**config.mk**
```make
export PLATFORM = sky130hd
export DESIGN_NAME = pcie_ingress_mc
export DESIGN_NICKNAME = d
export VERILOG_FILES = /design/src/rtl/pcie_ingress_mc_pkg.sv /design/src/rtl/pcie_ingress_mc_hdr_decode.sv /design/src/rtl/pcie_ingress_mc.sv
export SDC_FILE = /design/constraint.sdc
export NUM_CORES = 1
export LEC_CHECK = 0
export CORE_MARGIN = 10
export CORE_UTILIZATION = 56
export DETAILED_ROUTE_END_ITERATION = 8
export PLACE_DENSITY = 0.91
export SLEW_MARGIN = 20
export SYNTH_ARGS = -nofsm -noshare
export SYNTH_HDL_FRONTEND = slang
export SYNTH_SLANG_ARGS = --single-unit
```
**constraint.sdc**
```tcl
create_clock -name clk -period 9.05 [get_ports clk]
set_clock_uncertainty 0.2 [all_clocks]
set_input_delay 1.3575 -clock clk [delete_from_list [all_inputs] [get_ports clk]]
set_output_delay 1.3575 -clock clk [all_outputs]
set_load 0.005 [all_outputs]
```
**src/rtl/pcie_ingress_mc_pkg.sv**
```systemverilog
// Shared types, TLP field positions and helpers for the ingress TLP parser.
package pcie_ingress_mc_pkg;

    typedef enum logic [2:0] {
        StIdle,
        StHdr,
        StRegData,
        StCmdCnt,
        StCmdAddr,
        StCplData,
        StDrop
    } state_e;

    localparam logic [31:0] CMD_OFFSET_DEFAULT = 32'h20;

    localparam logic [4:0] TLP_TYPE_MEM = 5'b00000;
    localparam logic [4:0] TLP_TYPE_CPL = 5'b01010;
    localparam logic [2:0] TLP_FMT_CPLD = 3'b010;

    localparam int unsigned HDR_TAG_LSB        = 8;
    localparam int unsigned CPL_BYTE_CNT_LSB   = 0;
    localparam int unsigned CPL_BYTE_CNT_WIDTH = 12;

    // A zero length field encodes the maximum of 1024 dwords.
    function automatic logic [10:0] tlp_len_dw(input logic [9:0] len);
        return (len == 10'd0) ? 11'd1024 : {1'b0, len};
    endfunction

endpackage

```
**src/rtl/pcie_ingress_mc_hdr_decode.sv**
```systemverilog
// Combinational TLP header decode: type class, size, length, address and completion fields.
module pcie_ingress_mc_hdr_decode
    import pcie_ingress_mc_pkg::*;
(
    input  logic [31:0] hdr0_i,
    input  logic [31:0] hdr1_i,
    input  logic [31:0] hdr2_i,
    input  logic [31:0] hdr3_i,
    output logic        hdr_4dw_o,
    output logic        is_mwr_o,
    output logic        is_cpld_o,
    output logic [10:0] len_o,
    output logic [29:0] addr_o,
    output logic [7:0]  tag_o,
    output logic [6:0]  lower_addr_o,
    output logic [11:0] byte_count_o
);

    logic [2:0] fmt;
    logic [4:0] tlp_type;
    logic       unused_bits;

    always_comb begin
        fmt          = hdr0_i[31:29];
        tlp_type     = hdr0_i[28:24];
        hdr_4dw_o    = fmt[0];
        is_mwr_o     = !fmt[2] && fmt[1] && (tlp_type == TLP_TYPE_MEM);
        is_cpld_o    = (fmt == TLP_FMT_CPLD) && (tlp_type == TLP_TYPE_CPL);
        len_o        = tlp_len_dw(hdr0_i[9:0]);
        // 64-bit addressing carries the low address word in the fourth dword.
        addr_o       = fmt[0] ? hdr3_i[31:2] : hdr2_i[31:2];
        tag_o        = hdr2_i[HDR_TAG_LSB +: 8];
        lower_addr_o = hdr2_i[6:0];
        byte_count_o = hdr1_i[CPL_BYTE_CNT_LSB +: CPL_BYTE_CNT_WIDTH];
    end

    assign unused_bits = ^{hdr0_i[23:10], hdr1_i[31:12], hdr2_i[1:0], hdr3_i[1:0]};

endmodule

```
**src/rtl/pcie_ingress_mc.sv**
```systemverilog
// Ingress TLP parser: MWr to control registers / command strobes, CplD payload into tag buffers.
module pcie_ingress_mc
    import pcie_ingress_mc_pkg::*;
#(
    parameter int unsigned  NUM_BUFS   = 4,
    parameter int unsigned  BUF_AW     = 10,
    parameter int unsigned  MAX_RD_DW  = 128,
    parameter int unsigned  REG_AW     = 8,
    parameter logic [31:0]  CMD_OFFSET = CMD_OFFSET_DEFAULT,
    localparam int unsigned SEL_W      = $clog2(NUM_BUFS)
) (
    input  logic              clk,
    input  logic              rst,
    input  logic [31:0]       i_axis_data,
    input  logic              i_axis_valid,
    input  logic              i_axis_last,
    output logic              o_axis_ready,
    input  logic [31:0]       i_control_addr_base,
    output logic              o_reg_wr_stb,
    output logic [REG_AW-1:0] o_reg_addr,
    output logic [31:0]       o_reg_data,
    output logic              o_cmd_stb,
    output logic [REG_AW-1:0] o_cmd_code,
    output logic [31:0]       o_cmd_count,
    output logic [31:0]       o_cmd_addr,
    input  logic              i_buf_ready,
    output logic              o_buf_we,
    output logic [SEL_W-1:0]  o_buf_sel,
    output logic [BUF_AW-1:0] o_buf_addr,
    output logic [31:0]       o_buf_data,
    output logic              o_cpl_done_stb,
    output logic [SEL_W-1:0]  o_cpl_done_sel,
    output logic              o_err_malformed_stb,
    output logic              o_drop_stb
);

    state_e              state_q, state_d;
    logic [31:0]         hdr0_q, hdr0_d, hdr1_q, hdr1_d, hdr2_q, hdr2_d;
    logic [1:0]          hdr_cnt_q, hdr_cnt_d;
    logic [10:0]         left_q, left_d;
    logic [BUF_AW-1:0]   buf_addr_q, buf_addr_d;
    logic [SEL_W-1:0]    sel_q, sel_d;
    logic                final_q, final_d;
    logic                reg_wr_stb_q, reg_wr_stb_d;
    logic [REG_AW-1:0]   reg_addr_q, reg_addr_d, cmd_code_q, cmd_code_d;
    logic [31:0]         reg_data_q, reg_data_d, cmd_count_q, cmd_count_d, cmd_addr_q, cmd_addr_d;
    logic                cmd_stb_q, cmd_stb_d, err_q, err_d, drop_q, drop_d;

    logic                axis_ready, accept, buf_we, cpl_done;
    logic [31:0]         hdr2_w;
    logic                dec_4dw, dec_mwr, dec_cpld;
    logic [10:0]         dec_len;
    logic [29:0]         dec_addr;
    logic [7:0]          dec_tag;
    logic [6:0]          dec_lower;
    logic [11:0]         dec_bc;
    logic                last_hdr, is_cmd;
    logic [31:0]         offset, cmd_off, cpl_base;
    logic                unused_bits;

    // The final header dword is decoded straight off the bus in the cycle it is accepted.
    assign hdr2_w = (hdr_cnt_q == 2'd2) ? i_axis_data : hdr2_q;

    pcie_ingress_mc_hdr_decode u_hdr_decode (
        .hdr0_i       (hdr0_q),
        .hdr1_i       (hdr1_q),
        .hdr2_i       (hdr2_w),
        .hdr3_i       (i_axis_data),
        .hdr_4dw_o    (dec_4dw),
        .is_mwr_o     (dec_mwr),
        .is_cpld_o    (dec_cpld),
        .len_o        (dec_len),
        .addr_o       (dec_addr),
        .tag_o        (dec_tag),
        .lower_addr_o (dec_lower),
        .byte_count_o (dec_bc)
    );

    assign last_hdr = (hdr_cnt_q == (dec_4dw ? 2'd3 : 2'd2));
    assign offset   = {2'b00, dec_addr} - i_control_addr_base;
    assign is_cmd   = (offset >= CMD_OFFSET);
    assign cmd_off  = offset - CMD_OFFSET;
    assign cpl_base = ((32'(dec_tag) >> SEL_W) * 32'(MAX_RD_DW)) + 32'(dec_lower[6:2]);

    always_ff @(posedge clk) begin
        if (rst) begin
            state_q      <= StIdle;
            hdr0_q       <= '0;
            hdr1_q       <= '0;
            hdr2_q       <= '0;
            hdr_cnt_q    <= '0;
            left_q       <= '0;
            buf_addr_q   <= '0;
            sel_q        <= '0;
            final_q      <= 1'b0;
            reg_wr_stb_q <= 1'b0;
            reg_addr_q   <= '0;
            reg_data_q   <= '0;
            cmd_stb_q    <= 1'b0;
            cmd_code_q   <= '0;
            cmd_count_q  <= '0;
            cmd_addr_q   <= '0;
            err_q        <= 1'b0;
            drop_q       <= 1'b0;
        end else begin
            state_q      <= state_d;
            hdr0_q       <= hdr0_d;
            hdr1_q       <= hdr1_d;
            hdr2_q       <= hdr2_d;
            hdr_cnt_q    <= hdr_cnt_d;
            left_q       <= left_d;
            buf_addr_q   <= buf_addr_d;
            sel_q        <= sel_d;
            final_q      <= final_d;
            reg_wr_stb_q <= reg_wr_stb_d;
            reg_addr_q   <= reg_addr_d;
            reg_data_q   <= reg_data_d;
            cmd_stb_q    <= cmd_stb_d;
            cmd_code_q   <= cmd_code_d;
            cmd_count_q  <= cmd_count_d;
            cmd_addr_q   <= cmd_addr_d;
            err_q        <= err_d;
            drop_q       <= drop_d;
        end
    end

    always_comb begin
        state_d      = state_q;
        hdr0_d       = hdr0_q;
        hdr1_d       = hdr1_q;
        hdr2_d       = hdr2_q;
        hdr_cnt_d    = hdr_cnt_q;
        left_d       = left_q;
        buf_addr_d   = buf_addr_q;
        sel_d        = sel_q;
        final_d      = final_q;
        reg_wr_stb_d = 1'b0;
        reg_addr_d   = reg_addr_q;
        reg_data_d   = reg_data_q;
        cmd_stb_d    = 1'b0;
        cmd_code_d   = cmd_code_q;
        cmd_count_d  = cmd_count_q;
        cmd_addr_d   = cmd_addr_q;
        err_d        = 1'b0;
        drop_d       = 1'b0;
        if (accept) begin
            unique case (state_q)
                StIdle: begin
                    hdr0_d    = i_axis_data;
                    hdr_cnt_d = 2'd1;
                    if (i_axis_last) err_d = 1'b1;
                    else             state_d = StHdr;
                end
                StHdr: begin
                    if (!last_hdr) begin
                        if (hdr_cnt_q == 2'd1) hdr1_d = i_axis_data;
                        else                   hdr2_d = i_axis_data;
                        hdr_cnt_d = hdr_cnt_q + 2'd1;
                        if (i_axis_last) begin
                            err_d   = 1'b1;
                            state_d = StIdle;
                        end
                    end else if ((dec_mwr || dec_cpld) && i_axis_last) begin
                        err_d   = 1'b1;
                        state_d = StIdle;
                    end else if (dec_mwr) begin
                        if (!is_cmd && dec_len == 11'd1) begin
                            state_d    = StRegData;
                            reg_addr_d = offset[REG_AW-1:0];
                        end else if (is_cmd && dec_len == 11'd2) begin
                            state_d    = StCmdCnt;
                            cmd_code_d = cmd_off[REG_AW-1:0];
                        end else begin
                            err_d   = 1'b1;
                            state_d = StDrop;
                        end
                    end else if (dec_cpld) begin
                        state_d    = StCplData;
                        sel_d      = dec_tag[SEL_W-1:0];
                        buf_addr_d = cpl_base[BUF_AW-1:0];
                        left_d     = dec_len;
                        final_d    = ({1'b0, dec_bc} <= {dec_len, 2'b00});
                    end else begin
                        drop_d  = 1'b1;
                        state_d = i_axis_last ? StIdle : StDrop;
                    end
                end
                StRegData: begin
                    if (i_axis_last) begin
                        reg_wr_stb_d = 1'b1;
                        reg_data_d   = i_axis_data;
                        state_d      = StIdle;
                    end else begin
                        err_d   = 1'b1;
                        state_d = StDrop;
                    end
                end
                StCmdCnt: begin
                    cmd_count_d = i_axis_data;
                    if (i_axis_last) begin
                        err_d   = 1'b1;
                        state_d = StIdle;
                    end else begin
                        state_d = StCmdAddr;
                    end
                end
                StCmdAddr: begin
                    cmd_addr_d = i_axis_data;
                    if (i_axis_last) begin
                        cmd_stb_d = 1'b1;
                        state_d   = StIdle;
                    end else begin
                        err_d   = 1'b1;
                        state_d = StDrop;
                    end
                end
                StCplData: begin
                    buf_addr_d = buf_addr_q + {{(BUF_AW-1){1'b0}}, 1'b1};
                    left_d     = left_q - 11'd1;
                    if (left_q == 11'd1) begin
                        state_d = i_axis_last ? StIdle : StDrop;
                        err_d   = !i_axis_last;
                    end else if (i_axis_last) begin
                        err_d   = 1'b1;
                        state_d = StIdle;
                    end
                end
                StDrop: begin
                    if (i_axis_last) state_d = StIdle;
                end
                default: state_d = StIdle;
            endcase
        end
    end

    always_comb begin
        axis_ready = !rst && ((state_q != StCplData) || i_buf_ready);
        accept     = i_axis_valid && axis_ready;
        buf_we     = accept && (state_q == StCplData);
        cpl_done   = buf_we && (left_q == 11'd1) && i_axis_last && final_q;
    end

    assign o_axis_ready        = axis_ready;
    assign o_buf_we            = buf_we;
    assign o_buf_sel           = buf_we ? sel_q : '0;
    assign o_buf_addr          = buf_we ? buf_addr_q : '0;
    assign o_buf_data          = buf_we ? i_axis_data : '0;
    assign o_cpl_done_stb      = cpl_done;
    assign o_cpl_done_sel      = cpl_done ? sel_q : '0;
    assign o_reg_wr_stb        = reg_wr_stb_q;
    assign o_reg_addr          = reg_addr_q;
    assign o_reg_data          = reg_data_q;
    assign o_cmd_stb           = cmd_stb_q;
    assign o_cmd_code          = cmd_code_q;
    assign o_cmd_count         = cmd_count_q;
    assign o_cmd_addr          = cmd_addr_q;
    assign o_err_malformed_stb = err_q;
    assign o_drop_stb          = drop_q;

    assign unused_bits = ^{offset[31:REG_AW], cmd_off[31:REG_AW], cpl_base[31:BUF_AW],
                           dec_lower[1:0], dec_tag[7:SEL_W]};

endmodule

```
# [Word-level counts from Yosys, hierarchy flattened]
# Index checks and enable logic that the tools add are counted.
[totals] regBits=221 latchBits=0 ram_bits=0 rom_bits=0 in_bits=69 out_inout_bits=165 wordCells=139 mem_count=0
[op_classes] add_sub_neg=6 n_mul=0 div_mod_pow=0 n_lt_le_gt_ge=2 n_eq_ne=21 n_shift=0 mux=42 bitwise=9 n_reduce_logical=41
[ops] operator="$mux W32" n=2
[ops] operator="$mux W11" n=5
[ops] operator="$mux W10" n=5
[ops] operator="$mux W3" n=11
[ops] operator="$ge A32 B6 Y1 const B" n=1
[ops] operator="$sub A30 B32 Y32" n=1
[ops] operator="$mux W30" n=1
[ops] operator="$eq A11 B1 Y1 const B" n=2
[ops] operator="$pmux W11 S2" n=1
[ops] operator="$pmux W10 S2" n=1
[ops] operator="$pmux W3 S6" n=1
[ops] operator="$reduce_and A6 Y1" n=3
[ops] operator="$le A12 B13 Y1" n=1
[ops] operator="$logic_and A1 B1 Y1" n=12
[ops] operator="$ne A2 B2 Y1 const B" n=6
[ops] operator="$eq A11 B2 Y1 const B" n=1
[ops] operator="$sub A11 B1 Y11 const B" n=1
[ops] operator="$add A10 B1 Y10 const B" n=1
[ops] operator="$add A10 B5 Y10" n=1
[ops] operator="$logic_not A10 Y1" n=1
[ops] operator="$mux W1" n=10
[ops] operator="$eq A3 B2 Y1 const B" n=3
[ops] operator="$eq A3 B3 Y1 const B" n=3
[ops] operator="$not A1 Y1" n=9
[ops] operator="23 further kinds" n=38

# [Logic depth before layout (Yosys ltp)]
# Gate-level depths: netlist of the first run.
[logic_depth] depth_word=12 depth_mapped=19 mapped_depth_nobuf=17

# [Cells and area by module]
# A second synthesis of the first run with hierarchy kept.
[unflattened] cells_unflattened=1730 area_unflattened_um2=13063.8
[by_module_without_submodules] mod="pcie_ingress_mc" instances=1 cells_per_inst=1651 area_per_inst_um2=12373.1 seq_area_each_um2=4824.6
[by_module_without_submodules] mod="pcie_ingress_mc_hdr_decode" instances=1 cells_per_inst=79 area_per_inst_um2=690.7 seq_area_each_um2=0.0

# [Worst setup path after synthesis of the first run]
# OpenSTA, ideal clock, no wires.
[synth_timing] path_kind="input to register" startpoint="input port i_axis_data[2]" endpoint="register reg_addr_q[0] (netlist: o_reg_addr[0])" setup_time_ns=0.132 arrival_time_ns=4.527 t_required_ns=8.718 path_slack_ns=4.191 stages=16 path_buffers=2 path_cell_list="clkbuf_2 > mux2i_1 > ha_1 > inv_1 > fa_1 > a21o_1 > a221oi_4 > a2bb2oi_2 > a31oi_1 > or4_1 > a32oi_1 > o2111a_2 > nand4_4 > clkbuf_1 > o21ai_0 > a21oi_1"
[synth_between] elab_chain_cells=7
[synth_lines] item="start: declaration" line_no="pcie_ingress_mc.sv:14" source="input logic [31:0] i_axis_data,"
[synth_lines] item="$mux W32" line_no="pcie_ingress_mc.sv:62" source="assign hdr2_w = (hdr_cnt_q == 2'd2) ? i_axis_data : hdr2_q;"
[synth_lines] item="$mux W30 (*)" line_no="pcie_ingress_mc_hdr_decode.sv:31" source="addr_o = fmt[0] ? hdr3_i[31:2] : hdr2_i[31:2];"
[synth_lines] item="$sub A30 B32 Y32 (*)" line_no="pcie_ingress_mc.sv:80" source="assign offset = {2'b00, dec_addr} - i_control_addr_base;"
[synth_lines] item="$ge A32 B6 Y1" line_no="pcie_ingress_mc.sv:81" source="assign is_cmd = (offset >= CMD_OFFSET);"
[synth_lines] item="$logic_not A1 Y1" line_no="pcie_ingress_mc.sv:167" source="if (!is_cmd && dec_len == 11'd1) begin"
[synth_lines] item="$logic_and A1 B1 Y1" line_no="pcie_ingress_mc.sv:167"
[synth_lines] item="$reduce_and A6 Y1 (no line)"
[synth_lines] item="end signal: assignment" line_no="pcie_ingress_mc.sv:116" source="reg_addr_q <= reg_addr_d;"
[synth_lines] item="end: declaration" line_no="pcie_ingress_mc.sv:45" source="logic [REG_AW-1:0] reg_addr_q, reg_addr_d, cmd_code_q, cmd_code_d;"
# Every way passes the cells marked *; elsewhere a longest branch is shown, timed or not.
# A chain may end at the register's enable or synchronous reset.

# [Worst setup path after layout of the first run]
[layout_timing] startpoint="register hdr_cnt_q[0]" endpoint="register cmd_code_q[5] (netlist: o_cmd_code[5])"
[layout_between] elab_chain_cells=9 word_cells_on_any_way=12 classes_between="add/sub: 2; order compare: 1; eq/ne: 2; mux: 2; bitwise: 1; reduce/logical: 4"
[layout_lines] item="start: declaration" line_no="pcie_ingress_mc.sv:39" source="logic [1:0] hdr_cnt_q, hdr_cnt_d;"
[layout_lines] item="start signal: assignment" line_no="pcie_ingress_mc.sv:110" source="hdr_cnt_q <= hdr_cnt_d;"
[layout_lines] item="$eq A2 B2 Y1" line_no="pcie_ingress_mc.sv:62"
[layout_lines] item="$mux W32" line_no="pcie_ingress_mc.sv:62"
[layout_lines] item="$mux W30" line_no="pcie_ingress_mc_hdr_decode.sv:31"
[layout_lines] item="$sub A30 B32 Y32" line_no="pcie_ingress_mc.sv:80"
[layout_lines] item="$ge A32 B6 Y1" line_no="pcie_ingress_mc.sv:81"
[layout_lines] item="$logic_not A1 Y1" line_no="pcie_ingress_mc.sv:167"
[layout_lines] item="$logic_and A1 B1 Y1" line_no="pcie_ingress_mc.sv:167"
[layout_lines] item="$not A1 Y1 (no line)"
[layout_lines] item="$reduce_and A7 Y1 (no line)"
[layout_lines] item="end signal: assignment" line_no="pcie_ingress_mc.sv:119" source="cmd_code_q <= cmd_code_d;"
[layout_lines] item="end: declaration" line_no="pcie_ingress_mc.sv:45"
# Parallel ways exist; a longest one is shown, timed or not.

==> metrics list, run 1 <==
- The wire-length estimate of the detail-placed layout is roughly 28 mm.
- The total area inside the core boundary comes to ~20,000 um2.
- Gates resized during post-CTS repair numbered 0.
- Summing internal, switching and leakage power gives around 0.0021 W.
- Fraction of power spent switching nets: 0.249
- STA puts the critical path data required time at just over 9 ns.
- Internal Pwr Total: between 0.0015 and 0.002 W
- The flow ran to the end, and the final reports show no timing, DRC or antenna violations.
- Primary FF master, synth: sky130_fd_sc_hd__dfxtp_1
- TritonCTS built the clock tree.
- Power share of the clock group: 0.455
* Layout area overhead: 28.0%
* Critical Path Fanout Max: 27
* Count of standard-cell rows: 51
* Final setup vio count: 0
* Post-CTS clock slew at the launch and capture registers of the worst setup and hold paths: approximately 0.060 ns
- Share of flip-flops with an asynchronous set or reset after synthesis: 0
- 0 antenna diodes ended up in the layout.
- Dividing total power by cell area gives a power density of 148 nW/um2.
* Max-slew violation count: 0
- Counting flops and latches in the post-synthesis netlist gives slightly above 200.
- Overflow left after global routing: 0
* H-tree levels: 1
- Routed wire length per instance: 20.5 um
* Final cycle utilization of the critical path: 0.618
- Of the cells placed in the final design, the portion with a size suffix greater than 1 is 0.0602.
- Kind of end point of the critical path: flop
* DRC violation count after routing: 0
- CP bufs+invs: 3
* Number of nets in the synthesized netlist: approximately 1,600
- Startpoint type of the worst setup path: flop
- Counting every instance in the synthesized netlist gives 1,484.
- Count of nets after finishing: about 1,800
* Syn_area_per_cell: between 7 and 8 um2
* Filler-free cell count of the finished design: approximately 1,900
- Summed over all failing endpoints, the final setup total negative slack is 0 ns.
- Worst slack, placed: about 3.1 ns
* Most frequent cells after synthesis: 344 x sky130_fd_sc_hd__nand2_1, 214 x sky130_fd_sc_hd__a21oi_1, 205 x sky130_fd_sc_hd__dfxtp_1
* Die Height: 161 um
- Io pins: 234
* Buffers on Ports: around 230
- Setup repair after global routing missed its margin: false
- Of the post-synthesis cell area, the dominant cell type holds 0.366.
- Antenna violations before repair: 0
- Via count: 11,890
* Pin count of the biggest net entering global routing: about 120
- The number of failing hold endpoints at the final stage is 0.
- Drt via density: between 6 and 7
- DRC violation total after the first TritonRoute iteration: 1,301
- For this block, the routed nets add up to between 30 and 40 mm of wire.
- Headroom to the max-slew limit: 0.289
* Slew of the pin with the lowest slew margin: about 1.1 ns
* Antenna Violating Nets Remaining: 0
* Arrival time of data at the critical path endpoint: slightly below 6 ns
- For this design the static power due to leakage is between 5 and 6 nW.
- Post-synth EDFFs: 0
* Placed cells: ~1,900
* Register Area: 4100 um2
* Worst path slowest cell: sky130_fd_sc_hd__or4_1
- Sequential fraction of design power: 0.432
- Max clock buf depth: 3
- Maximum Capacitance Violations: 0
* Starting density of the core: 0.572
- The critical path is of the flop to flop type.
- Sequence of cells on the critical path: inv_1 -> ha_1 -> nor2_2 -> buf_4 -> mux2i_1 -> ha_1 -> inv_1 -> fa_1 -> a21o_1 -> a221oi_4 -> a2bb2oi_2 -> a31oi_1 -> or4_1 -> a32oi_1 -> o2111a_2 -> and4_1 -> nor3_2 -> a311oi_1
* Count of fill cells added during filler insertion: approximately 1,500
- Post-synthesis cell type with the largest combined area: sky130_fd_sc_hd__dfxtp_1
- Clock latency on the worst-skew pair: between 0.5 and 0.6 ns
- Net Sw Power: 0.000529 W
* CTS sink cnt: around 210
- The worst hold path belongs to the class flop to flop.
- Yosys instantiated no cell more often than sky130_fd_sc_hd__nand2_1.
* Pre-antenna DRT Iters: 6
- Routability congestion estimate from global placement: roughly 0.94
- Counting the buffers created by CTS gives 22.
* Post-CTS setup-driven buffer insertion count: 0
- Count of distinct cell types in the synthesized netlist: 73
- Area of the die: 26,100 um2
* Shortest period the worst path allows: 5.59 ns
- Number of global-route vias before repair: between 10,000 and 15,000
- The share of total power dissipated in combinational logic is 0.113.
- Largest stage delay on the critical path: roughly 0.5 ns
- Setup slack on the critical path of the routed design comes to around 3.5 ns.
* Kind of cell adding the most delay to the critical path: compound AO/OA/AOI/OAI gates
* Cell types occupying the most area after synthesis: sky130_fd_sc_hd__dfxtp_1 37%, sky130_fd_sc_hd__nand2_1 12%, sky130_fd_sc_hd__a21oi_1 9.6%, sky130_fd_sc_hd__ha_1 5.1%, sky130_fd_sc_hd__and3_1 3.1%
- The Yosys step of the flow raised 0 warnings.
- In this run the horizontal extent of the chip is approximately 160 um.
* First-pass GRT wire length: 62.3 mm
* Peak clock frequency supported by timing: around 180 MHz
- Share of the yosys chip area belonging to registers: 0.366
- CTS placed an instance of sky130_fd_sc_hd__clkbuf_16 at the clock tree root.
- VDD sags by at most 0.000137 V.
- Quantity of hold-fixing buffers added after cts: 0
- In the final layout, the multi-input gates occupy about 6500 um2.
* Area of the mapped netlist: between 10,000 and 15,000 um2
- For this run, the total global-route usage over all layers was measured as 0.286.
worst reg2reg max path, cell delays in order (launching register included):
cell                        delay [ns]
sky130_fd_sc_hd__dfxtp_1          0.41
sky130_fd_sc_hd__inv_1            0.07
sky130_fd_sc_hd__ha_1             0.45
sky130_fd_sc_hd__nor2_2           0.29
sky130_fd_sc_hd__buf_4            0.39
sky130_fd_sc_hd__mux2i_1          0.26
sky130_fd_sc_hd__ha_1             0.20
sky130_fd_sc_hd__inv_1            0.06
sky130_fd_sc_hd__fa_1             0.41
sky130_fd_sc_hd__a21o_1           0.23
sky130_fd_sc_hd__a221oi_4         0.34
sky130_fd_sc_hd__a2bb2oi_2        0.24
sky130_fd_sc_hd__a31oi_1          0.19
sky130_fd_sc_hd__or4_1            0.50
sky130_fd_sc_hd__a32oi_1          0.17
sky130_fd_sc_hd__o2111a_2         0.26
sky130_fd_sc_hd__and4_1           0.45
sky130_fd_sc_hd__nor3_2           0.11
sky130_fd_sc_hd__a311oi_1         0.27
layout by cell type, fill, tap and decap left out, drive strengths merged, types with 5 or more instances in the layout:
master,count
clkdlybuf4s50,232
clkbuf,32
nor3,21
inv,57
nand3,28
a31oi,13
o211ai,9
a211o,5
o21bai,7
and3,56
a22oi,11
or3,6
a21o,15
buf,13
o31ai,7
mux2,29
o21ai,51
and2,9
nor3b,6
nand2b,11
nand4,17
nor4,8
a211oi,14
o22ai,7
mux2i,27
xnor2,12
xor2,6
ha,46
o21a,7
nand2,344
dfxtp,205
a21oi,215
nor2,75
metrics by stage:
stage	util	hold slack, ns	instance area, um2
2_1_floorplan	-	0.233	11200
3_3_place_gp	0.691	0.238	13500
3_5_place_dp	0.691	0.245	13500
4_1_cts	0.731	0.253	14300
5_1_grt	0.732	0.272	14300
6_report	0.732	0.252	14300
layer usage:
| layer | GRT usage | up-vias | wire, um |
|---|---|---|---|
| li1 | - | 5499 | - |
| met1 | 0.332 | 5566 | 14700 |
| met2 | 0.483 | 696 | 18700 |
| met3 | 0.0707 | 129 | 4020 |
| met4 | 0.141 | 0 | 1920 |
| met5 | 0 | - | 0 |
kinds of logic after synthesis:
kind of cell    share of synthesized area
simple gates                        0.241
xor+xnor                           0.0147
mux                                0.0533
flops                               0.366
fa+ha+maj                          0.0532
buf+inv                            0.0571
compound gates                      0.214
state kept, by name, indices dropped and copies added (netlist names), 2 cells and up:
name	cells
left_q	11
o_reg_addr	8
sel_q	2
o_reg_data	32
hdr1_q	12
hdr_cnt_q	2
o_cmd_code	8
hdr2_q	30
hdr0_q	18
o_cmd_addr	32
state_q	3
buf_addr_q	10
o_cmd_count	32
final timing paths:
| kind | to | start | cells after the start | slack, ns |
|---|---|---|---|---|
| min | o_cmd_addr[14] | o_cmd_addr[14] | 2 | 0.25 |
| max reg2reg | o_cmd_code[5] | hdr_cnt_q[0] | 18 | 3.46 |
| max | o_cmd_code[5] | hdr_cnt_q[0] | 18 | 3.46 |
| min reg2reg | o_cmd_addr[14] | o_cmd_addr[14] | 2 | 0.25 |
power by group through the flow:
stage / Sequential, W / Combinational, W / Clock [W]
floorplan: 0.000932 / 0.000145 / 0
global placement: 0.000935 / 0.000229 / 0
detailed placement: 0.000936 / 0.000231 / 0
CTS: 0.000916 / 0.000233 / 0.000969
global route: 0.000916 / 0.000257 / 0.00101
finish: 0.000916 / 0.000239 / 0.000966
area by class of cell:
class | count | share of cell area
timing repair buffer | 245 | 0.169
clock buffer | 32 | 0.0459
tap | 265 | 0.0231
sequential | 205 | 0.286
inverter | 57 | 0.0149
clock inverter | 7 | 0.00873
multi-input combinational | 1115 | 0.452
Power figures use the tool's default switching activity.
==> run 2: changes to the inputs <==
--- a/config.mk
+++ b/config.mk
@@ -6,9 +6,9 @@
 export NUM_CORES = 1
 export LEC_CHECK = 0
 export CORE_MARGIN = 10
-export CORE_UTILIZATION = 56
+export CORE_UTILIZATION = 52
 export DETAILED_ROUTE_END_ITERATION = 8
-export PLACE_DENSITY = 0.91
+export PLACE_DENSITY = 0.86
 export SLEW_MARGIN = 20
 export SYNTH_ARGS = -nofsm -noshare
 export SYNTH_HDL_FRONTEND = slang
==> constraint.sdc (replaced) <==
create_clock -name clk -period 5.8 [get_ports clk]
set_clock_uncertainty 0.2 [all_clocks]
set_input_delay 0.87 -clock clk [delete_from_list [all_inputs] [get_ports clk]]
set_output_delay 0.87 -clock clk [all_outputs]
set_load 0.005 [all_outputs]
==> run 2 against run 1 <==
Net effect: utilization shrank 4.8 points; maximum frequency grew 2.0%; sequential power grew 56%; clock power grew 37%; final cell count grew 1.9%; routed wire length grew 2.8%; clock-buffer cell count shrank 2; hold slack gained 0.0013 ns; die area grew 6.7%; total power grew 48%; setup slack lost 3.1 ns; largest power group is now registers; global-route usage shrank 1.8 points; largest cell class unchanged.
==> metrics list, run 2 (synthesis gave the netlist of run 1 again) <==
- The worst register-to-register path ends at o_cmd_code[5].
- The initial utilization of the core area, before any placement, comes to 0.531.
- First-pass GRT wire length: 61.8 mm
* Final setup vio count: 0
- DRC violation count after routing: 0
- Drt via density: around 6
- Of the total power, the clock network draws 0.420.
- Overflow left after global routing: 0
* Slack of the worst reg-to-reg path: between 0.3 and 0.4 ns
- Routed wire length per instance: 20.6 um
- Internal power comes to about 0.0023 W.
* Count of nets after finishing: 1,785
- Antenna Violating Nets Remaining: 0
- Setup repair after global routing left no endpoint under its margin.
- Shortest period the worst path allows: approximately 5.5 ns
- Sequential fraction of design power: 0.456
- Clock tree synthesis selected as its root buffer the cell sky130_fd_sc_hd__clkbuf_16.
* Slew of the pin with the lowest slew margin: ~1.2 ns
* Via count: ~12,000
- In the final layout, flip-flops and latches occupy 4100 um2.
- After routing, the total negative slack on setup checks comes to 0 ns.
- Relative to the synthesized area, the layout overhead comes to 28.6%.
* Depth of the worst register-to-register path: 16
- For this run, the detailed router's first-pass iteration total came to 6.
- The library cell used most frequently in the layout, excluding fill and tap cells, is sky130_fd_sc_hd__nand2_1.
- Routability congestion estimate from global placement: 0.954
- VDD sags by at most slightly above 0.0002 V.
* Die Height: 167 um
- CTS built an H-tree with a depth of 1.
- Aggregate global-route resource usage: 0.268
- Post-detailed-placement half-perimeter wirelength: ~29 mm
- Of the available clock period, the critical path in the final layout requires 0.945.
- Hold Vio Cnt, Final: 0
- Pin count of the biggest net entering global routing: 96
* Max-slew violation count: 0
- Area of the core region: around 21,000 um2
- In this run the tool buffered the top-level ports with 233 buffer cells.
* Combinational share of power: 0.124
- Counting instances, the worst hold path has a depth of 2.
- The number of placed instances, taps included, is 1,920.
- In the final layout, the multi-input gates occupy 6470 um2.
- Clock-pin slew was measured on the worst setup and hold paths at around 0.060 ns.
- The number of clock buffers added by TritonCTS is 22.
- Quantity of hold-fixing buffers added after cts: 0
- Required time at the worst-slack endpoint: 6.01 ns
* Arrival time of data at the critical path endpoint: approximately 5.7 ns
* Headroom to the max-slew limit: 0.208
* Power per cell area: around 220 nW/um2
* Share of final-layout standard cells stronger than drive strength 1: 0.0725
* Final Util: 0.683
* Critical Path Fanout Max: 30
* Type of the most critical hold path: flop to flop
* Io pins: between 200 and 250
- The count of cells in the finished layout, fillers not included, comes to roughly 2,000.
- TritonCTS clock tree: done
* Count of standard-cell rows: 53
* Die Span X: 167 um
- After layout, the design draws a total of 0.00313 W.
- The worst register-to-register path begins at hdr_cnt_q[0].
- The die covers around 28,000 um2.
- Maximum Capacitance Violations: 0
- Post-cts sizing count: 0
* Hold_sp: o_reg_data[12]
- Leakage component of the power: between 5 and 6 nW
- The first routing iteration left about 1,300 violations.
* Fraction of power spent switching nets: 0.263
- Kind of end point of the critical path: flop
- Wires add up to 40.5 mm.
* Clock latency on the worst-skew pair: around 0.52 ns
- Kind of critical path: flop to flop
- Net Sw Power: ~0.00082 W
- For hold timing, the worst endpoint is o_reg_data[12].
- In the layout the commonest cells are 344 x sky130_fd_sc_hd__nand2_1, 232 x sky130_fd_sc_hd__clkdlybuf4s50_1, 214 x sky130_fd_sc_hd__a21oi_1.
* Run status: finished clean
- The number of global-route vias before repair was between 10,000 and 15,000.
* Count of fill cells added during filler insertion: approximately 1,700
- Max clock buf depth: 3
- The clock net in this run drives a total of between 200 and 250 sinks.
- Post-CTS setup-driven buffer insertion count: 0
- Antenna violations before repair: 4
- Startpoint type of the worst setup path: flop
* Peak clock frequency supported by timing: about 180 MHz
==> run 2: cell count changes in the layout (fill, tap and decap cells not counted), sizes merged <==
cell,before,now
buf,13,36
diode,0,4
bufinv,3,0
clkinv,4,7
clkbuf,32,30
clkinvlp,0,1
==> run 2: power by group through the flow <==
stage	logic [W]	registers, W	clock network, W
final	0.000387	0.00143	0.00132
after global routing	0.000415	0.00143	0.00138
after CTS	0.000379	0.00143	0.00132
after detailed placement	0.000376	0.00146	0
after global placement	0.000374	0.00146	0
after floorplan	0.000227	0.00145	0
==> run 2: worst max path at each step <==
stage / depth (start not counted) / endpoint / startpoint
detailed placement: 18 / o_cmd_code[0] / hdr_cnt_q[0]
floorplan: 19 / o_reg_addr[0] / hdr_cnt_q[0]
global route: 18 / o_cmd_code[5] / hdr_cnt_q[0]
global placement: 16 / o_cmd_code[5] / hdr_cnt_q[0]
CTS: 18 / o_cmd_code[5] / hdr_cnt_q[0]
finish: 16 / o_cmd_code[5] / hdr_cnt_q[0]
==> run 2: layout make-up <==
cell class,instances,share of cell area
Sequential cell,205,0.285
Inverter,57,0.0149
Clock inverter,8,0.00373
Clock buffer,30,0.0424
Antenna cell,4,0.000695
Multi-Input combinational cell,1115,0.449
Tap cell,275,0.0239
Timing Repair Buffer,268,0.180
==> run 2: stage by stage <==
stage	setup WS, ns	instance area [um2]	hold slack [ns]
floorplan	1.19	11200	0.233
global placement	0.635	13700	0.238
detailed placement	0.414	13700	0.243
CTS	0.372	14400	0.254
global route	0.0175	14400	0.272
finish	0.317	14400	0.254
==> run 2: layer usage <==
metal | vias to the layer above | share of wire | track usage
li1 | 5542 | - | -
met1 | 5535 | 0.39 | 0.315
met2 | 609 | 0.47 | 0.443
met3 | 112 | 0.095 | 0.0746
met4 | 0 | 0.048 | 0.128
met5 | - | 0 | 0
==> run 2: worst max-delay path, cell delays in order (launching register included) <==
cell and delay [ns]:
sky130_fd_sc_hd__dfxtp_1 0.42, sky130_fd_sc_hd__inv_1 0.07, sky130_fd_sc_hd__ha_1 0.41, sky130_fd_sc_hd__nor2_2 0.17, sky130_fd_sc_hd__buf_4 0.39, sky130_fd_sc_hd__mux2_2 0.43
sky130_fd_sc_hd__fa_1 0.45, sky130_fd_sc_hd__a21o_1 0.24, sky130_fd_sc_hd__a221oi_4 0.36, sky130_fd_sc_hd__a2bb2oi_2 0.23, sky130_fd_sc_hd__a31oi_1 0.20, sky130_fd_sc_hd__or4_1 0.51
sky130_fd_sc_hd__a32oi_1 0.20, sky130_fd_sc_hd__o2111a_2 0.27, sky130_fd_sc_hd__and4_1 0.44, sky130_fd_sc_hd__nor3_2 0.11, sky130_fd_sc_hd__a311oi_1 0.28
